### config.mk
export PLATFORM = sky130hd
export DESIGN_NAME = fir_xifu_wb_q
export DESIGN_NICKNAME = d
export VERILOG_FILES = /design/src/rtl/fir_xifu_pkg.sv /design/src/rtl/fir_xifu_fifo.sv /design/src/rtl/fir_xifu_wb_q.sv
export SDC_FILE = /design/constraint.sdc
export NUM_CORES = 1
export LEC_CHECK = 0
export BUFFER_PORTS_ARGS = -buffer_cell sky130_fd_sc_hd__buf_2
export CORE_ASPECT_RATIO = 1.4
export CORE_UTILIZATION = 45
export DETAILED_ROUTE_END_ITERATION = 6
export HOLD_SLACK_MARGIN = 0.12
export PLACE_DENSITY = 0.65
export SLEW_MARGIN = 20
export SYNTH_ARGS = -nofsm -noshare
export SYNTH_HDL_FRONTEND = slang
export SYNTH_HIERARCHICAL = 1
export SYNTH_SLANG_ARGS = --single-unit
### constraint.sdc
create_clock -name clk_i -period 6.45 [get_ports clk_i]
set_input_delay 0.3225 -clock clk_i [delete_from_list [all_inputs] [get_ports clk_i]]
set_output_delay 0.3225 -clock clk_i [all_outputs]
set_load 0.03 [all_outputs]
### src/rtl/fir_xifu_pkg.sv
// Shared types for the FIR XIFU coprocessor: instruction encoding and the
// writeback queue entry.
package fir_xifu_pkg;

    localparam int unsigned WB_DEPTH_DEFAULT    = 4;
    localparam int unsigned WB_ID_WIDTH_DEFAULT = 4;
    // Entry id field is sized for the widest supported ID space; narrower
    // configurations use the low bits only.
    localparam int unsigned WB_ID_MAX_W         = 8;

    typedef enum logic [1:0] {
        XIFU_NONE     = 2'd0,
        XIFU_XFIRLW   = 2'd1,
        XIFU_XFIRSW   = 2'd2,
        XIFU_XFIRDOTP = 2'd3
    } fir_xifu_instr_e;

    typedef struct packed {
        fir_xifu_instr_e        instr;
        logic [WB_ID_MAX_W-1:0] id;
        logic [4:0]             rd;
        logic [4:0]             rs1;
        logic [31:0]            result;
    } wb_entry_t;

    localparam int unsigned WB_ENTRY_W = $bits(wb_entry_t);

    function automatic logic is_mem_instr(input fir_xifu_instr_e instr);
        return (instr == XIFU_XFIRLW) || (instr == XIFU_XFIRSW);
    endfunction

endpackage

### src/rtl/fir_xifu_fifo.sv
// Synchronous FIFO with wrap-bit pointers; push on full and pop on empty
// are ignored. Read data is the current head (show-ahead).
module fir_xifu_fifo #(
    parameter int unsigned WIDTH = 32,
    parameter int unsigned DEPTH = 4
) (
    input  logic             clk_i,
    input  logic             rst_i,
    input  logic             push_i,
    input  logic [WIDTH-1:0] wdata_i,
    input  logic             pop_i,
    output logic [WIDTH-1:0] rdata_o,
    output logic             full_o,
    output logic             empty_o
);

    localparam int unsigned AW = $clog2(DEPTH);
    localparam int unsigned PW = AW + 1;

    logic [PW-1:0]    wr_ptr;
    logic [PW-1:0]    rd_ptr;
    logic [WIDTH-1:0] mem [DEPTH];
    logic             do_push;
    logic             do_pop;

    assign empty_o = (wr_ptr == rd_ptr);
    assign full_o  = (wr_ptr[AW-1:0] == rd_ptr[AW-1:0]) && (wr_ptr[AW] != rd_ptr[AW]);
    assign do_push = push_i && !full_o;
    assign do_pop  = pop_i && !empty_o;
    assign rdata_o = mem[rd_ptr[AW-1:0]];

    always_ff @(posedge clk_i) begin
        if (rst_i) begin
            wr_ptr <= '0;
            rd_ptr <= '0;
        end else begin
            if (do_push) wr_ptr <= wr_ptr + PW'(1);
            if (do_pop)  rd_ptr <= rd_ptr + PW'(1);
        end
    end

    // Storage carries data only, so it is left out of reset.
    always_ff @(posedge clk_i) begin
        if (do_push) mem[wr_ptr[AW-1:0]] <= wdata_i;
    end

endmodule

### src/rtl/fir_xifu_wb_q.sv
// Queued writeback for the FIR XIFU: buffers EX2 entries and load data,
// retires committed entries in order onto the X-interface result channel.
module fir_xifu_wb_q
    import fir_xifu_pkg::*;
#(
    parameter  int unsigned DEPTH    = WB_DEPTH_DEFAULT,
    parameter  int unsigned ID_WIDTH = WB_ID_WIDTH_DEFAULT,
    localparam int unsigned NUM_IDS  = 2 ** ID_WIDTH
) (
    input  logic                clk_i,
    input  logic                rst_i,
    input  logic                ex2wb_valid_i,
    output logic                ex2wb_ready_o,
    input  fir_xifu_instr_e     ex2wb_instr_i,
    input  logic [ID_WIDTH-1:0] ex2wb_id_i,
    input  logic [4:0]          ex2wb_rd_i,
    input  logic [4:0]          ex2wb_rs1_i,
    input  logic [31:0]         ex2wb_result_i,
    input  logic                mem_result_valid_i,
    input  logic [31:0]         mem_result_rdata_i,
    input  logic [NUM_IDS-1:0]  commit_i,
    input  logic [NUM_IDS-1:0]  kill_i,
    output logic                result_valid_o,
    input  logic                result_ready_i,
    output logic [ID_WIDTH-1:0] result_id_o,
    output logic [31:0]         result_data_o,
    output logic [4:0]          result_rd_o,
    output logic                result_we_o,
    output logic                rf_write_o,
    output logic [4:0]          rf_rd_o,
    output logic [31:0]         rf_result_o,
    output logic [NUM_IDS-1:0]  clear_o,
    output logic                kill_o,
    output logic                err_o
);

    localparam int unsigned CW = $clog2(DEPTH) + 1;

    wb_entry_t           enq_entry;
    wb_entry_t           head;
    logic                q_push;
    logic                q_pop;
    logic                q_full;
    logic                q_empty;

    logic [31:0]         rd_head;
    logic                rd_push;
    logic                rd_pop;
    logic                rd_full;
    logic                rd_empty;

    logic [CW-1:0]       outstanding_q;
    logic                err_q;

    logic [ID_WIDTH-1:0] head_id;
    logic                head_id_unused;
    logic                head_mem;
    logic                head_kill;
    logic                head_commit;
    logic                mem_accept;
    logic                data_avail;
    logic                retire;
    logic                bypass;
    logic                enq_mem;
    logic                kill_mem;
    logic [31:0]         rdata_sel;

    // Enqueue side: NONE never occupies a slot.
    assign ex2wb_ready_o = !q_full;
    assign q_push        = ex2wb_valid_i && !q_full && (ex2wb_instr_i != XIFU_NONE);
    assign enq_mem       = q_push && is_mem_instr(ex2wb_instr_i);

    always_comb begin
        enq_entry        = '0;
        enq_entry.instr  = ex2wb_instr_i;
        enq_entry.id     = WB_ID_MAX_W'(ex2wb_id_i);
        enq_entry.rd     = ex2wb_rd_i;
        enq_entry.rs1    = ex2wb_rs1_i;
        enq_entry.result = ex2wb_result_i;
    end

    fir_xifu_fifo #(
        .WIDTH (WB_ENTRY_W),
        .DEPTH (DEPTH)
    ) u_entry_fifo (
        .clk_i   (clk_i),
        .rst_i   (rst_i),
        .push_i  (q_push),
        .wdata_i (enq_entry),
        .pop_i   (q_pop),
        .rdata_o (head),
        .full_o  (q_full),
        .empty_o (q_empty)
    );

    // Load data FIFO: results are only accepted against an outstanding load,
    // and a result that is consumed by the head in its arrival cycle skips it.
    assign mem_accept = mem_result_valid_i && (outstanding_q != '0);
    assign rd_push    = mem_accept && !bypass;
    assign rd_pop     = retire && head_mem && !rd_empty;

    fir_xifu_fifo #(
        .WIDTH (32),
        .DEPTH (DEPTH)
    ) u_rdata_fifo (
        .clk_i   (clk_i),
        .rst_i   (rst_i),
        .push_i  (rd_push),
        .wdata_i (mem_result_rdata_i),
        .pop_i   (rd_pop),
        .rdata_o (rd_head),
        .full_o  (rd_full),
        .empty_o (rd_empty)
    );

    // Head decision: kill beats commit, and nothing leaves during reset.
    assign head_id        = head.id[ID_WIDTH-1:0];
    assign head_id_unused = ^{head.id, rd_full};
    assign head_mem       = is_mem_instr(head.instr);
    assign head_kill      = !rst_i && !q_empty && kill_i[head_id];
    assign head_commit    = !rst_i && !q_empty && commit_i[head_id];
    assign data_avail     = !head_mem || !rd_empty || mem_accept;

    assign result_valid_o = head_commit && !head_kill && data_avail;
    assign retire         = result_valid_o && result_ready_i;
    assign bypass         = retire && head_mem && rd_empty;
    assign q_pop          = retire || head_kill;
    assign kill_mem       = head_kill && head_mem;
    assign rdata_sel      = rd_empty ? mem_result_rdata_i : rd_head;

    assign result_we_o    = result_valid_o;
    assign result_id_o    = result_valid_o ? head_id    : '0;
    assign result_data_o  = result_valid_o ? head.result : '0;
    assign result_rd_o    = result_valid_o ? head.rs1   : '0;

    assign rf_write_o     = retire && (head.instr != XIFU_XFIRSW);
    assign rf_rd_o        = rf_write_o ? head.rd : '0;
    assign rf_result_o    = !rf_write_o                  ? '0 :
                            (head.instr == XIFU_XFIRLW) ? rdata_sel : head.result;

    assign kill_o         = head_kill;
    assign clear_o        = q_pop ? (NUM_IDS'(1) << head_id) : '0;
    assign err_o          = err_q;

    // A killed memory entry never receives data, so it leaves the count here.
    always_ff @(posedge clk_i) begin
        if (rst_i) begin
            outstanding_q <= '0;
            err_q         <= 1'b0;
        end else begin
            outstanding_q <= outstanding_q + CW'(enq_mem) - CW'(mem_accept) - CW'(kill_mem);
            if (mem_result_valid_i && (outstanding_q == '0)) err_q <= 1'b1;
        end
    end

endmodule

==> results of run 1 <==
[area by class of cell]
cell class	count	area, um^2
Timing Repair Buffer	314	2020
Clock inverter	20	190
Fill cell	2498	13800
Sequential cell	340	10000
Inverter	18	67.6
Multi-Input combinational cell	420	4260
Antenna cell	2	5.00
Clock buffer	38	866
Tap cell	395	494
[power by group through the flow]
stage,registers [W],logic [W],clock network [W]
final,0.00271,0.00122,0.00189
after detailed placement,0.00276,0.00120,0
after floorplan,0.00273,0.000853,0
after CTS,0.00271,0.00124,0.00193
after global placement,0.00275,0.00119,0
after global routing,0.00273,0.00133,0.00201
[state kept, by name, indices dropped and copies added (netlist names), named ones only]
signal               count
u_entry_fifo/rd_ptr      3
outstanding_q            3
err_o                    1
u_rdata_fifo/mem       128
u_entry_fifo/wr_ptr      3
u_rdata_fifo/rd_ptr      3
u_entry_fifo/mem       192
u_rdata_fifo/wr_ptr      3
[metrics by stage]
stage | utilization, % | power, W | hold slack [ns] | setup slack [ns] | cell area, um^2
2_1_floorplan | - | 0.00359 | 0.394 | 1.47 | 14600
5_1_grt | 56.5 | 0.00607 | 0.293 | 1.21 | 17900
4_1_cts | 56.5 | 0.00589 | 0.237 | 1.30 | 17900
3_3_place_gp | 50.6 | 0.00395 | 0.491 | 1.90 | 16000
3_5_place_dp | 50.6 | 0.00396 | 0.488 | 1.85 | 16000
6_report | 56.5 | 0.00583 | 0.242 | 1.40 | 17900
[per-layer routing]
layer / vias up / wire (um) / track usage, %
met2: 262 / 16800 / 35.2
met5: - / 0 / 0
met4: 0 / 884 / 7.33
met3: 50 / 1610 / 3.04
met1: 4333 / 13300 / 24.9
li1: 3910 / - / -
[cell usage in the layout, fill, tap and decap left out, drive strengths merged, types with 3 or more instances in the layout]
cell / count
bufinv: 3
o211ai: 10
and2: 50
xnor2: 7
dfxtp: 20
buf: 233
mux2i: 38
a21oi: 5
a31oi: 11
o21ai: 8
and3: 11
inv: 21
ha: 16
nor3b: 14
dlygate4sd3: 81
nand3: 7
a211o: 4
nand4: 5
a211oi: 33
nor2b: 8
nand2: 26
nor2: 51
mux4: 84
xor2: 7
clkinv: 14
edfxtp: 320
a41oi: 4
clkbuf: 38
[worst max-delay path by stage]
stage	from	to	cells past startpoint
floorplan	register	u_rdata_fifo/mem[3][0]	12
global placement	register	rf_result_o[31]	7
finish	register	rf_result_o[31]	7
detailed placement	register	rf_result_o[31]	7
global route	register	rf_result_o[31]	7
CTS	register	rf_result_o[31]	7
[timing repair]
| item | 4_1_cts | 5_1_grt |
|---|---|---|
| endpoints found under the hold margin | 321 | 0 |
| resized for setup | 0 | 0 |
| hold buffers | 81 | 0 |
[worst max-delay path, stage by stage, from the launching register on]
cell	delay (ns)
dfxtp_4	0.55
mux4_2	0.75
nor2b_1	0.29
a32o_1	0.31
a211oi_2	0.37
nand4_2	0.82
a211oi_1	0.80
buf_2	0.32
==> impl_metrics.py, run 1 <==
metrics = {
    "timing": {
        "fmax_ghz": 0.198,
        "slew_headroom_pct": 37.9,
        "rsz0062_at_grt": "false",
        "tns_ns": 0,
        "setup_viol": 0,
        "post-route-min-period_ns": 5.05,
        "slew_violations": 0,
        "skew_ns": 0.0163,
        "hold_viol_final": 0,
        "fin_crit_sh_pct": 78.4,
        "tightest_slew_ns": 0.929,
    },
    "hold_path": {
        "hold_path_class": "in -> reg",
        "holdPathStages": 2,
        "worst_hold_startpoint": "rst_i",
        "holdPathEnd": "err_o",
    },
    "critical_path": {
        "reg2reg_depth": 13,
        "r2r-start": "u_rdata_fifo/wr_ptr[0]",
        "worstSetupPathType": "reg -> out",
        "reg2reg_to": "u_rdata_fifo/mem[1][11]",
        "critPathArrivalTime_ns": 4.73,
        "required_ns": 6.13,
        "r2r_slack_ns": 1.93,
        "cp-start-kind": "register",
        "critPathMaxFanout": 26,
        "crit_path_end_kind": "output pin",
    },
    "global_routing": {
        "grt_pass1_vias": 8693,
        "grt_overflow_total": 0,
        "grt_max_degree": 65,
        "antenna_found_initial": 2,
        "grt_use_total_pct": 20.0,
        "grt_pass1_wl_um": 49600,
    },
    "pwr": {
        "combPwrFrac_pct": 21.0,
        "clkPwrFrac_pct": 32.5,
        "sw_frac_of_total_pct": 27.8,
        "powerDensity_mw_per_mm2": 325,
        "p_leak_nw": 6.56,
        "power.internal_w": 0.00421,
        "ir_worst_vdd_v": 0.000221,
        "power_frac_seq_pct": 46.5,
        "switchingPower_w": 0.00162,
    },
    "drt": {
        "antenna_left": 0,
        "drtIter0Drc": 594,
        "vias_per_cell": 5.53,
        "drcViolationCount": 0,
        "routedWlPerCell_um": 21.1,
        "dr.pass1.iters": 5,
        "vias": 8555,
        "finalWirelength_um": 32600,
    },
    "clocking": {
        "clock-root-buffer": "clkbuf_16",
        "postCtsSetupBuffers": 0,
        "cts_tree": "built",
        "clock_sinks": 340,
        "h-tree-depth": 2,
        "insertion_delay_ns": 0.52,
        "path_clk_slew_ns": 0.06,
        "clockBufferDepth": 3,
        "numCtsBuffers": 34,
    },
    "layout": {
        "area_growth_pct": 22.9,
        "fin_cells": 1547,
        "final_nets": 1262,
        "drive_gt1_share_pct": 33.3,
    },
    "synthesis": {
        "synth-warning-count": 6,
        "synth.avg_cell_area_um2": 17.6,
        "synth_cells": 829,
        "syn-num-nets": 963,
        "syn_area_mm2": 0.0146,
    },
    "placement": {
        "hpwl_um": 21100,
        "place.gp.congestion": 0.833,
        "place_inst": 1406,
        "io_buffers": 216,
    },
    "floorplan": {
        "start_util_pct": 46.0,
        "die_area_mm2": 0.0331,
        "rows": 77,
        "coreArea_mm2": 0.0317,
        "fp.dieW_um": 154,
        "die_h_um": 215,
        "design.portCount": 217,
    },
    "outcome": {
        "outcome": "finished clean",
    },
    "flow_run": {
        "cap_violations": 0,
    },
}
Note: power is estimated with default switching activity, not from simulation.
==> inputs of run 2 (changes only) <==
--- a/config.mk
+++ b/config.mk
@@ -10,7 +10,7 @@
 export CORE_UTILIZATION = 45
 export DETAILED_ROUTE_END_ITERATION = 6
 export HOLD_SLACK_MARGIN = 0.12
-export PLACE_DENSITY = 0.65
+export PLACE_DENSITY = 0.68
 export SLEW_MARGIN = 20
 export SYNTH_ARGS = -nofsm -noshare
 export SYNTH_HDL_FRONTEND = slang
==> constraint.sdc (replaced) <==
create_clock -name clk_i -period 4.1 [get_ports clk_i]
set_input_delay 0.205 -clock clk_i [delete_from_list [all_inputs] [get_ports clk_i]]
set_output_delay 0.205 -clock clk_i [all_outputs]
set_load 0.03 [all_outputs]
==> run 2 against run 1 <==
Power rose by 58%. Highest routed layer is now met5. Sequential power rose by 57%. Worst hold slack improved by 0.0060 ns. Flip-flop and latch count did not move. Routed wire length rose by 2.1%. Die area did not move. Cell area rose by 1.2%. Global-route usage rose by 0.38 points. Register-to-register slack got worse by 1.4 ns. Utilization rose by 0.69 points. Setup slack got worse by 1.1 ns. Sequential share of layout area fell by 0.68 points.
==> impl_metrics.py, run 2 (synthesis gave the netlist of run 1 again) <==
metrics = {
    "clocking": {
        "insertion_delay_ns": 0.57,
        "path_clk_slew_ns": 0.06,
        "clockBufferDepth": 3,
        "h-tree-depth": 1,
        "numCtsBuffers": 31,
        "clock_sinks": 340,
        "clock-root-buffer": "clkbuf_16",
        "cts_tree": "built",
    },
    "timing": {
        "tightest_slew_ns": 0.972,
        "hold_slack_ns": 0.248,
        "skew_ns": 0.0266,
        "tns_ns": 0,
        "rsz0062_at_grt": "false",
        "fmax_ghz": 0.265,
        "post-route-min-period_ns": 3.77,
        "setup_viol": 0,
        "slew_headroom_pct": 35.2,
        "hold_viol_final": 0,
        "slew_violations": 0,
        "fin_crit_sh_pct": 91.9,
    },
    "pwr": {
        "powerDensity_mw_per_mm2": 508,
        "p_leak_nw": 6.68,
        "ir_worst_vdd_v": 0.000456,
    },
    "layout": {
        "final_nets": 1284,
        "final_cell_mix": "320 x edfxtp_1, 216 x buf_2, 84 x mux4_2",
        "design_area_mm2": 0.0181,
        "final_common_cell": "edfxtp_1",
        "fin_cells": 1569,
        "fin_util_pct": 57.2,
        "drive_gt1_share_pct": 34.9,
        "largest_register_ffs": 192,
        "area_growth_pct": 24.4,
    },
    "critical_path": {
        "path_cells": "mux4_2, mux4_2, a22oi_1, and3_2, nand4_2, buf_4, a211oi_1, buf_2",
        "critPathMaxFanout": 33,
        "worstSetupPathType": "reg -> out",
        "slowest_delay_ns": 0.65,
        "r2r_slack_ns": 0.49,
        "r2r-start": "u_entry_fifo/wr_ptr[1]",
        "slowest_stage": "mux4_2",
        "critPathArrivalTime_ns": 3.56,
        "crit_path_end_kind": "output pin",
        "required_ns": 3.89,
        "crit_path_frequent_cell": "mux4_2",
        "cp-start-kind": "register",
    },
    "global_routing": {
        "grt_use_total_pct": 20.4,
        "grt_overflow_total": 0,
        "grt_pass1_vias": 8959,
        "grt_pass1_wl_um": 51200,
        "grt_max_degree": 49,
        "antenna_found_initial": 3,
    },
    "drt": {
        "vias_per_cell": 5.48,
        "vias": 8591,
        "antenna_left": 0,
        "dr.pass1.iters": 5,
        "routedWlPerCell_um": 21.2,
        "finalWirelength_um": 33300,
        "drtIter0Drc": 702,
        "drcViolationCount": 0,
    },
    "placement": {
        "place_area_mm2": 0.0162,
        "io_buffers": 216,
        "place_inst": 1419,
        "place.gp.congestion": 0.881,
        "hpwl_um": 22300,
    },
    "hold_path": {
        "worst_hold_startpoint": "ex2wb_valid_i",
        "hold_path_class": "in -> reg",
    },
    "floorplan": {
        "design.portCount": 217,
        "die_area_mm2": 0.0331,
        "start_util_pct": 46.0,
        "rows": 77,
        "die_h_um": 215,
        "coreArea_mm2": 0.0317,
        "fp.dieW_um": 154,
    },
    "flow_run": {
        "cap_violations": 0,
    },
    "outcome": {
        "outcome": "finished clean",
    },
}
run 2: cell count changes in the layout (fill, tap and decap cells not counted), moves of 3 or more:
cell | previous run | this run
buf_12 | 0 | 4
and2_1 | 47 | 44
clkinv_1 | 9 | 4
buf_4 | 17 | 35
and2_2 | 3 | 6
clkbuf_16 | 34 | 31
run 2: per-layer routing:
metal	track usage, %	up-vias	share of wire [%]
li1	-	3940	-
met1	25.4	4354	41
met2	36.4	252	53
met3	2.80	43	4.7
met4	6.70	2	2.2
met5	0	-	0.030
run 2: power by group:
group | total, W | internal, W | leakage [nW] | switching, W
Sequential | 0.00426 | 0.00415 | 3.08 | 0.000107
Combinational | 0.00203 | 0.000839 | 3.10 | 0.00119
Clock | 0.00292 | 0.00170 | 0.502 | 0.00122
Total | 0.00921 | 0.00669 | 6.68 | 0.00252
run 2: per-stage QoR:
stage | power (W) | setup slack (ns)
after floorplan | 0.00565 | 0.165
after global placement | 0.00624 | 0.415
after detailed placement | 0.00628 | 0.363
after CTS | 0.00926 | 0.0459
after global routing | 0.00959 | 0.150
final | 0.00921 | 0.333
run 2: timing repair:
| item | CTS | global route |
|---|---|---|
| cloned | 0 | 0 |
| setup buffers | 0 | 10 |
| pin swaps | 0 | 0 |
| hold buffers | 83 | 0 |
| setup endpoints to repair | 15 | 74 |
| endpoints found under the hold margin | 324 | 0 |
| resized for setup | 1 | 1 |
run 2: area by class of cell:
| cell class | instances | area (um^2) |
|---|---|---|
| Fill cell | 2408 | 13600 |
| Sequential cell | 340 | 10000 |
| Multi-Input combinational cell | 420 | 4260 |
| Clock buffer | 37 | 798 |
| Antenna cell | 2 | 5.00 |
| Tap cell | 395 | 494 |
| Timing Repair Buffer | 339 | 2270 |
| Inverter | 18 | 67.6 |
| Clock inverter | 18 | 225 |
run 2: path summary, 6_finish.rpt:
check | end | cells after the start
worst max-delay path | rf_result_o[10] | 8
worst min-delay path | u_entry_fifo/wr_ptr[1] | 5
worst max register to register | u_rdata_fifo/mem[0][29] | 12
worst min register to register | u_entry_fifo/wr_ptr[2] | 2
run 2: worst max-delay path: cells and delay by family (launching register included):
kind            cells  cell delay, ns
simple gates        2            0.37
buf+inv             2            0.55
mux                 2            1.12
compound gates      2            0.54
flops               1            0.41
==> inputs of run 3 (changes only) <==
--- a/config.mk
+++ b/config.mk
@@ -5,12 +5,13 @@
 export SDC_FILE = /design/constraint.sdc
 export NUM_CORES = 1
 export LEC_CHECK = 0
+export ABC_AREA = 1
 export BUFFER_PORTS_ARGS = -buffer_cell sky130_fd_sc_hd__buf_2
 export CORE_ASPECT_RATIO = 1.4
 export CORE_UTILIZATION = 45
 export DETAILED_ROUTE_END_ITERATION = 6
 export HOLD_SLACK_MARGIN = 0.12
-export PLACE_DENSITY = 0.68
+export PLACE_DENSITY = 0.67
 export SLEW_MARGIN = 20
 export SYNTH_ARGS = -nofsm -noshare
 export SYNTH_HDL_FRONTEND = slang
==> run 3 against run 2 <==
Sequential power is 2% lower. Die area is 7.4% higher. Fmax is 0.25% lower. Critical endpoint is now result_data_o[21]. Power is 4.5% higher. Flip-flop and latch count stayed put. Largest power group unchanged. Worst hold slack better by 0.00082 ns. Clock power is 1% higher. Cell area is 4.3% higher. Routed wire length is 12% higher.
==> impl_metrics.py, run 3 <==
metrics = {
    "timing": {
        "hold_slack_ns": 0.249,
        "skew_ns": 0.0137,
        "fin_ws_ns": 0.323,
        "fin_crit_sh_pct": 92.1,
        "post-route-min-period_ns": 3.78,
        "setup_viol": 0,
        "slew_headroom_pct": 43.1,
        "rsz0062_at_grt": "false",
        "tightest_slew_ns": 0.854,
        "slew_violations": 0,
        "tns_ns": 0,
        "fmax_ghz": 0.265,
        "hold_viol_final": 0,
    },
    "synthesis": {
        "synth-warning-count": 6,
        "syn-num-nets": 1522,
        "synth_cells": 1388,
        "synth.avg_cell_area_um2": 11.3,
        "syn_area_mm2": 0.0157,
    },
    "clocking": {
        "insertion_delay_ns": 0.51,
        "postCtsSetupBuffers": 0,
        "path_clk_slew_ns": 0.06,
        "clock_sinks": 340,
        "h-tree-depth": 2,
        "numCtsBuffers": 34,
        "clock-root-buffer": "clkbuf_16",
        "clockBufferDepth": 3,
        "cts_tree": "built",
    },
    "flow_run": {
        "cap_violations": 0,
    },
    "global_routing": {
        "grt_max_degree": 65,
        "antenna_found_initial": 2,
        "grt_pass1_wl_um": 57900,
        "grt_use_total_pct": 21.1,
        "grt_pass1_vias": 10900,
        "grt_overflow_total": 0,
    },
    "hold_path": {
        "worst_hold_startpoint": "ex2wb_valid_i",
        "holdPathStages": 5,
        "holdPathEnd": "u_entry_fifo/wr_ptr[0]",
        "hold_path_class": "in -> reg",
    },
    "floorplan": {
        "design.portCount": 217,
        "coreArea_mm2": 0.0342,
        "rows": 80,
        "die_h_um": 223,
        "start_util_pct": 45.8,
        "die_area_mm2": 0.0356,
        "fp.dieW_um": 160,
    },
    "layout": {
        "design_area_mm2": 0.0189,
        "final_nets": 1796,
        "drive_gt1_share_pct": 24.5,
        "area_growth_pct": 20.7,
        "largest_register_ffs": 192,
        "fillCellCount": 2927,
        "final_cell_mix": "320 x edfxtp_1, 216 x buf_2, 215 x nor2_1",
        "final_common_cell": "edfxtp_1",
    },
    "drt": {
        "vias_per_cell": 5.13,
        "vias": 11000,
        "drcViolationCount": 0,
        "dr.pass1.iters": 4,
        "drtIter0Drc": 680,
        "routedWlPerCell_um": 17.5,
        "antenna_left": 0,
        "finalWirelength_um": 37300,
    },
    "critical_path": {
        "reg2reg_to": "outstanding_q[2]",
        "path_cells": "inv_6, buf_6, o21ai_0, o22ai_2, inv_1, ha_1, inv_1, a31oi_1, nand3_1, nor2_1, inv_4, nor2_1, buf_2",
        "critPathMaxFanout": 41,
        "slowest_delay_ns": 0.39,
        "crit_path_end_kind": "output pin",
        "cp-start-kind": "register",
        "required_ns": 3.89,
        "critPathArrivalTime_ns": 3.57,
        "slowest_stage": "dfxtp_4",
        "worstSetupPathType": "reg -> out",
        "r2r_slack_ns": 0.44,
        "reg2reg_depth": 20,
    },
    "placement": {
        "hpwl_um": 24200,
        "pre_cts_slack_ns": 0.366,
        "place_area_mm2": 0.0170,
        "place.gp.congestion": 0.885,
        "io_buffers": 216,
    },
    "pwr": {
        "p_leak_nw": 7.35,
        "ir_worst_vdd_v": 0.000346,
        "fin_total_pwr_w": 0.00963,
        "powerDensity_mw_per_mm2": 509,
    },
    "outcome": {
        "outcome": "finished clean",
    },
}
## run 3: how the worst max path moves through the flow
stage | from | endpoint | slack (ns) | depth (start not counted)
after global placement | register | outstanding_q[2] | 0.54 | 20
after CTS | register | result_data_o[26] | 0.09 | 13
after global routing | register | result_rd_o[0] | 0.04 | 13
after detailed placement | register | outstanding_q[2] | 0.37 | 20
final | register | result_data_o[21] | 0.32 | 13
after floorplan | u_entry_fifo/wr_ptr[0] | u_entry_fifo/mem[0][0] | 0.15 | 10
## run 3: worst max-delay path: cells and delay by family, from the launching register on
| family | cells | cell delay, ns |
|---|---|---|
| simple gates | 3 | 0.60 |
| fa+ha+maj | 1 | 0.29 |
| buf+inv | 6 | 1.21 |
| flops | 1 | 0.39 |
| compound gates | 3 | 0.55 |
## run 3: cell type report
class	count	area [um^2]	share of cell area (%)
sequential	340	10000	53.0
antenna	2	5.00	0.0265
clock buffer	49	971	5.13
multi-input combinational	857	4720	24.9
inverter	110	435	2.30
tap	451	564	2.98
clock inverter	9	90.1	0.476
timing repair buffer	319	2110	11.2
## run 3: report_power, final
group | switching (W) | internal, W
combinational | 0.00175 | 0.000725
sequential | 0.0000916 | 0.00410
clock | 0.00120 | 0.00177
## run 3: what timing repair did
item / in CTS / in global routing
endpoints found under the setup margin: 0 / 73
hold buffers: 82 / 0
hold endpoints to repair: 324 / 0
gates resized for setup: 0 / 5
## run 3: stage by stage
step | instances | utilization [%]
6_report | 2137 | 55.2
5_1_grt | 2137 | 55.2
4_1_cts | 2135 | 55.2
3_5_place_dp | 1995 | 49.7
3_3_place_gp | 1995 | 49.7
2_1_floorplan | 1388 | -
## run 3: layer usage
metal,track usage (%),part of all wire [%]
met1,25.3,41
met2,38.1,52
met3,2.63,4.2
met4,8.56,3.1
met5,0,0
